===== config.mk =====
export PLATFORM = sky130hd
export DESIGN_NAME = spi_cfg_regs
export DESIGN_NICKNAME = d
export VERILOG_FILES = /design/src/rtl/spi_cfg_pkg.sv /design/src/rtl/toggle_sync.sv /design/src/rtl/spi_cfg_regs.sv
export SDC_FILE = /design/constraint.sdc
export NUM_CORES = 1
export LEC_CHECK = 0
export BUFFER_PORTS_ARGS = -buffer_cell sky130_fd_sc_hd__buf_2
export CAP_MARGIN = 0
export CORE_MARGIN = 8
export CORE_UTILIZATION = 45
export CTS_CLUSTER_SIZE = 20
export DETAILED_ROUTE_END_ITERATION = 7
export PLACE_DENSITY = 0.69
export SYNTH_ARGS = -nofsm -noshare
export SYNTH_HDL_FRONTEND = slang
export SYNTH_SLANG_ARGS = --single-unit

===== constraint.sdc =====
create_clock -name iclk -period 2 [get_ports iclk]
set_input_delay 0.2 -clock iclk [delete_from_list [all_inputs] [get_ports iclk]]
set_output_delay 0.2 -clock iclk [all_outputs]
set_load 0.01 [all_outputs]

===== src/rtl/spi_cfg_pkg.sv =====
// Purpose: shared types and constants for the SPI configuration register block.
// Latency: n/a (types, constants and a helper function only).
// Backpressure: n/a.
package spi_cfg_pkg;

   // Commit sequencer states.
   typedef enum logic [1:0] {
      IDLE   = 2'd0,
      COMMIT = 2'd1,
      TRIG   = 2'd2
   } state_t;

   localparam logic [7:0] ADDR_REG0 = 8'h00;
   localparam logic [7:0] ADDR_REG1 = 8'h01;
   localparam logic [7:0] ADDR_REG2 = 8'h02;
   localparam logic [7:0] ADDR_REG3 = 8'h03;

   localparam int DEF_TRIG_BIT    = 0;
   localparam int DEF_OVR_CLR_BIT = 7;

   // Increment that sticks at all-ones instead of wrapping.
   function automatic logic [7:0] sat_inc8(input logic [7:0] v);
      return (v == 8'hFF) ? v : v + 8'h01;
   endfunction

endpackage


===== src/rtl/toggle_sync.sv =====
// Purpose: bring the sclk-domain write toggle into iclk and turn each change into a one-cycle event.
// Latency: evt is asserted in the cycle after the SYNC_STAGES-th iclk edge following a toggle change.
// Backpressure: none; every synchronized change produces an event unless masked after reset.
//
// Ports: iclk, rst (sync, active-high) | tgl: async toggle in | evt: one-cycle change pulse.
module toggle_sync #(
   parameter int SYNC_STAGES = 2
) (
   input  logic iclk,
   input  logic rst,
   input  logic tgl,
   output logic evt
);

   localparam logic [2:0] MASK_LOAD = 3'(SYNC_STAGES + 1);

   logic [SYNC_STAGES-1:0] sync_q;
   logic                   ref_q;
   logic [2:0]             mask_cnt;

   // ref_q follows the synchronizer output every cycle, so while the mask
   // counter is running the edge reference is reloaded and no stale edge
   // (e.g. a toggle held high through reset) survives past the mask window.
   always_ff @(posedge iclk) begin
      if (rst) begin
         sync_q   <= '0;
         ref_q    <= 1'b0;
         mask_cnt <= MASK_LOAD;
      end else begin
         sync_q <= {sync_q[SYNC_STAGES-2:0], tgl};
         ref_q  <= sync_q[SYNC_STAGES-1];
         if (mask_cnt != 3'd0) begin
            mask_cnt <= mask_cnt - 3'd1;
         end
      end
   end

   assign evt = (mask_cnt == 3'd0) && (sync_q[SYNC_STAGES-1] ^ ref_q);

endmodule


===== src/rtl/spi_cfg_regs.sv =====
// Purpose: commit SPI write frames (addr/data) into four config registers with trigger and overrun handling.
// Latency: toggle change to register update and wr_ack = SYNC_STAGES + 2 iclk edges; trig_pulse one cycle after wr_ack.
// Backpressure: none upstream; one event may wait in a one-deep pending slot, a further event is dropped and flags overrun.
//
// Ports: iclk, rst (sync, active-high) | wr_toggle/wr_addr/wr_data: frame from serial-in stage |
//        reg0..reg3: config registers | trig_pulse, wr_ack: one-cycle pulses |
//        bad_addr_cnt: saturating out-of-range write count | overrun: sticky dropped-event flag.
module spi_cfg_regs
   import spi_cfg_pkg::*;
#(
   parameter int SYNC_STAGES = 2,
   parameter int TRIG_BIT    = DEF_TRIG_BIT,
   parameter int OVR_CLR_BIT = DEF_OVR_CLR_BIT
) (
   input  logic       iclk,
   input  logic       rst,
   input  logic       wr_toggle,
   input  logic [7:0] wr_addr,
   input  logic [7:0] wr_data,
   output logic [7:0] reg0,
   output logic [7:0] reg1,
   output logic [7:0] reg2,
   output logic [7:0] reg3,
   output logic       trig_pulse,
   output logic       wr_ack,
   output logic [7:0] bad_addr_cnt,
   output logic       overrun
);

   localparam logic [7:0] TRIG_MASK = 8'h01 << TRIG_BIT;
   localparam logic [7:0] OVR_MASK  = 8'h01 << OVR_CLR_BIT;

   logic       wr_evt;
   state_t     state;
   logic       pending;
   logic [7:0] hold_addr;
   logic [7:0] hold_data;
   logic       overrun_set;
   logic       overrun_clr;

   toggle_sync #(
      .SYNC_STAGES (SYNC_STAGES)
   ) u_toggle_sync (
      .iclk (iclk),
      .rst  (rst),
      .tgl  (wr_toggle),
      .evt  (wr_evt)
   );

   // An event arriving while the pending slot is occupied is lost; this
   // includes the IDLE cycle that consumes the slot, since only one frame's
   // addr/data are visible on the inputs anyway.
   assign overrun_set = wr_evt && pending;
   assign overrun_clr = (state == COMMIT) && (hold_addr == ADDR_REG0) && hold_data[OVR_CLR_BIT];

   always_ff @(posedge iclk) begin
      if (rst) begin
         state        <= IDLE;
         pending      <= 1'b0;
         hold_addr    <= 8'h00;
         hold_data    <= 8'h00;
         reg0         <= 8'h00;
         reg1         <= 8'h00;
         reg2         <= 8'h00;
         reg3         <= 8'h00;
         trig_pulse   <= 1'b0;
         wr_ack       <= 1'b0;
         bad_addr_cnt <= 8'h00;
         overrun      <= 1'b0;
      end else begin
         wr_ack     <= 1'b0;
         trig_pulse <= 1'b0;
         // Set has priority over a simultaneous clear.
         overrun    <= overrun_set || (overrun && !overrun_clr);

         case (state)
            IDLE: begin
               if (wr_evt || pending) begin
                  hold_addr <= wr_addr;
                  hold_data <= wr_data;
                  pending   <= 1'b0;
                  state     <= COMMIT;
               end
            end

            COMMIT: begin
               pending <= pending || wr_evt;
               case (hold_addr)
                  ADDR_REG0: reg0 <= hold_data & ~OVR_MASK;
                  ADDR_REG1: reg1 <= hold_data;
                  ADDR_REG2: reg2 <= hold_data;
                  ADDR_REG3: reg3 <= hold_data;
                  default:   bad_addr_cnt <= sat_inc8(bad_addr_cnt);
               endcase
               wr_ack <= (hold_addr <= ADDR_REG3);
               if ((hold_addr == ADDR_REG0) && hold_data[TRIG_BIT]) begin
                  state <= TRIG;
               end else begin
                  state <= IDLE;
               end
            end

            TRIG: begin
               pending    <= pending || wr_evt;
               trig_pulse <= 1'b1;
               // Trigger bit is self-clearing; OVR bit stays forced low.
               reg0       <= reg0 & ~TRIG_MASK & ~OVR_MASK;
               state      <= IDLE;
            end

            default: state <= IDLE;
         endcase
      end
   end

endmodule


## Word level (Yosys, flattened, before mapping)

Index checks and enable logic that the tools add are counted.
W data, S select, Z words.

- Output and inout port bits: 43
- Register bits: 68

- Bitwise logic cells: 5
- Add/subtract/negate cells: 2
- Reduce and logical (&&, ||, !) cells: 26
- Eq/ne operators: 8
- Multiplexer cells: 8
- $lt $le $gt $ge: 1

Operator list:

| kind | number |
|---|---|
| $eq A8 B2 Y1 const B | 2 |
| $pmux W8 S2 | 1 |
| $reduce_and A2 Y1 | 6 |
| $add A8 B1 Y8 const B | 1 |
| $eq A8 B1 Y1 const B | 1 |
| $eq A8 B8 Y1 const B | 1 |
| $le A8 B2 Y1 const B | 1 |
| $logic_not A8 Y1 | 1 |
| $mux W8 | 1 |
| $logic_and A1 B1 Y1 | 6 |
| $reduce_and A3 Y1 | 2 |
| $mux W2 | 2 |
| $not A1 Y1 | 4 |
| $pmux W2 S2 | 1 |
| $reduce_bool A2 Y1 | 2 |
| $reduce_or A2 Y1 | 2 |
| $reduce_or A4 Y1 | 1 |
| $logic_not A3 Y1 | 1 |
| $reduce_bool A3 Y1 | 1 |
| $sub A3 B1 Y3 const B | 1 |
| $eq A2 B1 Y1 const B | 1 |
| $eq A2 B2 Y1 const B | 1 |
| $logic_not A2 Y1 | 1 |
| $logic_or A1 B1 Y1 | 2 |
| other kinds (6) | 7 |

## Depth between registers and ports, before layout

- Word-level depth: 6
- Depth in mapped cells: 8

## By module

A second synthesis with hierarchy kept.

- Cells, all modules: 289
- Area total of the unflattened synthesis: 2712.6 um^2

By module, submodules not included:

| module | area an instance (um^2) | times used | sequential area each (um^2) | cells each |
|---|---|---|---|---|
| spi_cfg_regs | 2458.6 | 1 | 1221.2 | 264 |
| toggle_sync | 254.0 | 1 | 120.1 | 25 |

## Worst setup path after synthesis

Ideal clock, no wire load.

- Path type: register -> register
- Start: register u_toggle_sync.mask_cnt[0]
- End: register hold_addr[0]
- Setup slack: 319 ps
- Stages on the path, launching flop included: 9
- Period minus slack after synthesis: 1681 ps
- Data arrival time: 1609 ps
- Library setup time: 72 ps
- Required time: 1928 ps
- Cell sequence: dfxtp_1 -> inv_1 -> ha_1 -> nand2b_1 -> nor2_1 -> o21a_1 -> buf_2 -> buf_4 -> mux2i_1

- Word-level cells in the longest chain between the ends: 4

RTL lines:

| what | RTL line | RTL |
|---|---|---|
| start: declaration | toggle_sync.sv:19 | `logic [2:0] mask_cnt;` |
| start signal: assignment | toggle_sync.sv:33 | `mask_cnt <= mask_cnt - 3'd1;` |
| $logic_not A3 Y1 | toggle_sync.sv:38 | `assign evt = (mask_cnt == 3'd0) && (sync_q[SYNC_STAGES-1] ^ ref_q);` |
| $logic_and A1 B1 Y1 | toggle_sync.sv:38 |  |
| $logic_or A1 B1 Y1 | spi_cfg_regs.sv:78 | `if (wr_evt \|\| pending) begin` |
| $reduce_and A2 Y1 (no source line) | -- |  |
| end signal: assignment | spi_cfg_regs.sv:79 | `hold_addr <= wr_addr;` |
| end: declaration | spi_cfg_regs.sv:36 | `logic [7:0] hold_addr;` |

No other way between the ends.
A chain may end at the register's enable or synchronous reset.

## Worst setup path in the final report

- Start: register hold_addr[2]
- End: register reg0[5]

- Word-level cells in the longest chain between the ends: 2

RTL lines:

| what | RTL line | RTL |
|---|---|---|
| $logic_not A8 Y1 | spi_cfg_regs.sv:88 | `case (hold_addr)` |
| $reduce_and A3 Y1 (no source line) | -- |  |
| end signal: assignment | spi_cfg_regs.sv:89 | `ADDR_REG0: reg0 <= hold_data & ~OVR_MASK;` |
| end signal: assignment | spi_cfg_regs.sv:107 | `reg0 <= reg0 & ~TRIG_MASK & ~OVR_MASK;` |
| end: declaration | spi_cfg_regs.sv:20 | `output logic [7:0] reg0,` |

No other way between the ends.

==> impl_summary.log <==
[metrics] sink count of the clock tree: 67
[metrics] final-stage net count: 381
[metrics] Seq/Total Area, Yosys: 50.5%
[metrics] Tot GR Track Use: 14.9%
[metrics] antenna cells: 0
[metrics] Die W: about 93 um
[metrics] final routed DRC violation total: 0
[metrics] fraction of the cycle the final worst path needs: 88.4%
[metrics] number of hold violations in the final report: 0
[metrics] setup clock skew after layout: between 0.01 and 0.015 ns
[metrics] wire length of the first global-routing pass: 10.3 mm
[metrics] detailed-placement wirelength estimate: 4.39 mm
[metrics] data arrival time of the critical path: 2.03 ns
[metrics] share of the synthesized area in the top cell type: 50.5%
[metrics] Netlist cell types: 40
[metrics] largest net degree at the start of global routing: 38
[metrics] cell count after synthesis: 291
[metrics] standard-cell rows: 28
[metrics] post-synth design cell area: ~0.0027 mm^2
[metrics] register bit count reported by yosys: 67
[metrics] pwr dens: 804 mW/mm^2
[metrics] post-route minimum period: 1.77 ns
[metrics] cell type with the largest total area after synthesis: sky130_fd_sc_hd__dfxtp_1
[metrics] classification of the worst-slack hold path: in -> reg
[metrics] area of the die: 0.00862 mm^2
[metrics] Setup Buffers After CTS: 0
[metrics] unrepaired setup endpoints after global routing: no
[metrics] cell at the root of the clock tree: sky130_fd_sc_hd__clkbuf_8
[metrics] 1st-iter DRT viols: 98
[metrics] library cell with the highest instance count after synthesis: sky130_fd_sc_hd__dfxtp_1
[metrics] Inserted Clock Buffers: 9
[metrics] status: finished, final reports clean
[metrics] total via count in the routed design: 2215
[metrics] number of routed nets with antenna violations: 0
[metrics] length of the first detailed-routing pass in iterations: 4
[metrics] share of synthesized registers carrying an async set or reset: 0%
[metrics] worst hold margin: about 0.087 ns
[metrics] largest cells by area after synthesis: sky130_fd_sc_hd__dfxtp_1 (50%), sky130_fd_sc_hd__nand2_1 (6.9%), sky130_fd_sc_hd__mux2i_1 (6.8%)
[metrics] reg2reg setup slack: 0.23 ns
[metrics] fraction of layout cells with a size suffix above 1: 25.9%
[metrics] number of max-slew violations in the final report: 0
[metrics] CTS tree: built
[metrics] CTS Hold Buffers Added: 0
[metrics] Max Freq: ~570 MHz
[metrics] Post-synth EDFFs: 0
[metrics] number of fill cells in the layout: 572
[metrics] standard cell with the maximum stage delay on the critical path: sky130_fd_sc_hd__or3b_2
[metrics] Setup-failing EPs final: 0
[metrics] series of cell instances along the critical path: nor2_1 -> nand4_2 -> or3b_2 -> a21oi_1
[metrics] total core area: about 0.0058 mm^2
[metrics] clk buf depth: 2
[metrics] routability congestion estimate from global placement: about 0.8
[metrics] number of global-route vias before repair: 2185
[metrics] post-CTS sizing: 0
[metrics] post-detailed-routing wire length: 6.07 mm
[metrics] flip-flop cell with the highest count after synthesis: sky130_fd_sc_hd__dfxtp_1
[metrics] largest stage delay on the critical path: 0.53 ns
[metrics] Peak VDD IR: 451 uV
[metrics] average via count per standard cell: 5.10
[metrics] element type at the critical path end: flip-flop
[metrics] Yosys warnings: 0
[metrics] initial antenna violation count: 0
[metrics] level count of the clock H-tree: 3
[metrics] largest fanout on the critical path: 12
[metrics] Max-cap violations: 0
[metrics] commonest cells in the synthesized netlist: sky130_fd_sc_hd__dfxtp_1 (67), sky130_fd_sc_hd__nand2_1 (49), sky130_fd_sc_hd__nand3_1 (28), sky130_fd_sc_hd__o21ai_0 (28), sky130_fd_sc_hd__mux2i_1 (18)
[metrics] initial standard-cell utilization of the core: 45.7%
[metrics] die height: 92.8 um
[metrics] average cell area after synthesis: 9.13 um^2
[metrics] required time at the endpoint of the critical path: 2.27 ns
[metrics] category of the critical setup timing path: reg -> reg
[metrics] Fin Setup TNS: 0 ns
[metrics] Synthesized Nets: 317
[metrics] I/O pin total: 62
[metrics] synthesis-to-finish area growth: 23.0%
[metrics] post-CTS clock slew at the launch and capture registers of the worst setup and hold paths: roughly 0.07 ns
[metrics] P_leak: 1.34 nW
[metrics] Clock Latency Late Sink: 0.34 ns
[metrics] input/output buffers: 60
[metrics] Remaining Overflow, GRT: 0
[metrics] Worst Setup Start Kind: flip-flop
[metrics] post-detailed-route wirelength per cell: 14.0 um
-- per-stage QoR --
stage	setup slack, ns	cell area (um^2)	cells	util, %	total power [mW]
2_1_floorplan	0.319	2660	291	-	1.49
4_1_cts	0.234	3270	434	56.2	2.65
3_5_place_dp	0.245	3070	419	52.7	1.53
6_report	0.232	3270	434	56.2	2.63
5_1_grt	0.0495	3270	434	56.2	2.73
3_3_place_gp	0.300	3070	419	52.7	1.53
-- worst max-delay path: cells and delay by family (launching register included) --
family / cells / cell delay, ns
AO/OA/AOI/OAI: 1 / 0.14
AND/OR/NAND/NOR: 3 / 1.25
flip-flops: 1 / 0.31
-- kinds of logic after synthesis --
| logic type | count (synthesis) | share of synthesized area [%] |
|---|---|---|
| AND/OR/NAND/NOR | 121 | 23.5 |
| flip-flops | 67 | 50.5 |
| AO/OA/AOI/OAI | 50 | 10.5 |
| buffers and inverters | 23 | 3.86 |
| multiplexers | 20 | 7.63 |
| adder cells (fa/ha/maj) | 7 | 3.30 |
| XOR/XNOR | 2 | 0.660 |
| other | 1 | 0.141 |
-- placed cells by master, fill, tap and decap left out, drive strengths merged, types with 7 or more instances in the layout --
cell	Yosys	final
buf	6	69
dfxtp	67	67
nand2	49	49
nand3	28	28
o21ai	28	28
mux2i	18	18
a21oi	13	13
clkbuf	10	11
nor2	10	10
nor2b	7	7
ha	7	7
inv	7	7
-- layout make-up --
type                       count  area [um^2]  share of cell area, %
sequential                    67         1340                   41.0
multi-input combinational    201         1210                   37.1
timing repair buffer          69          393                   12.0
clock buffer                  11          151                   4.63
tap                           75         93.8                   2.87
clock inverter                 4         50.0                   1.53
inverter                       7         26.3                  0.804
-- per-layer routing --
layer  GRT usage, %  wire length (um)  up-vias
met1           17.2              2810     1015
met4           6.58                89        0
met5              0                 0        -
li1               -                 -     1147
met3           4.77               286       10
met2           24.6              2880       43
-- path summary, 6_finish.rpt --
check                                          start                                  to  depth (start not counted)
hold reg to reg   u_toggle_sync.sync_q[0]$_SDFF_PP0_  u_toggle_sync.sync_q[1]$_SDFF_PP0_                          1
hold / removal                             wr_toggle  u_toggle_sync.sync_q[0]$_SDFF_PP0_                          2
setup / recovery           hold_addr[2]$_SDFFE_PP0P_                reg0[5]$_SDFFE_PP0P_                          4
setup reg to reg           hold_addr[2]$_SDFFE_PP0P_                reg0[5]$_SDFFE_PP0P_                          4
-- power breakdown --
group / internal (mW) / switching [mW] / total (mW)
logic: 0.0574 / 0.0785 / 0.136
clock network: 0.634 / 0.494 / 1.13
registers: 1.35 / 0.0106 / 1.36
-- registers in the layout (all words and copies together) (netlist names) --
signal	cells
reg3	8
trig_pulse	1
u_toggle_sync.sync_q	2
u_toggle_sync.ref_q	1
hold_data	8
bad_addr_cnt	8
reg0	7
reg1	8
u_toggle_sync.mask_cnt	3
overrun	1
pending	1
wr_ack	1
hold_addr	8
reg2	8
state	2
No activity file was read; power rests on OpenSTA's default activity.
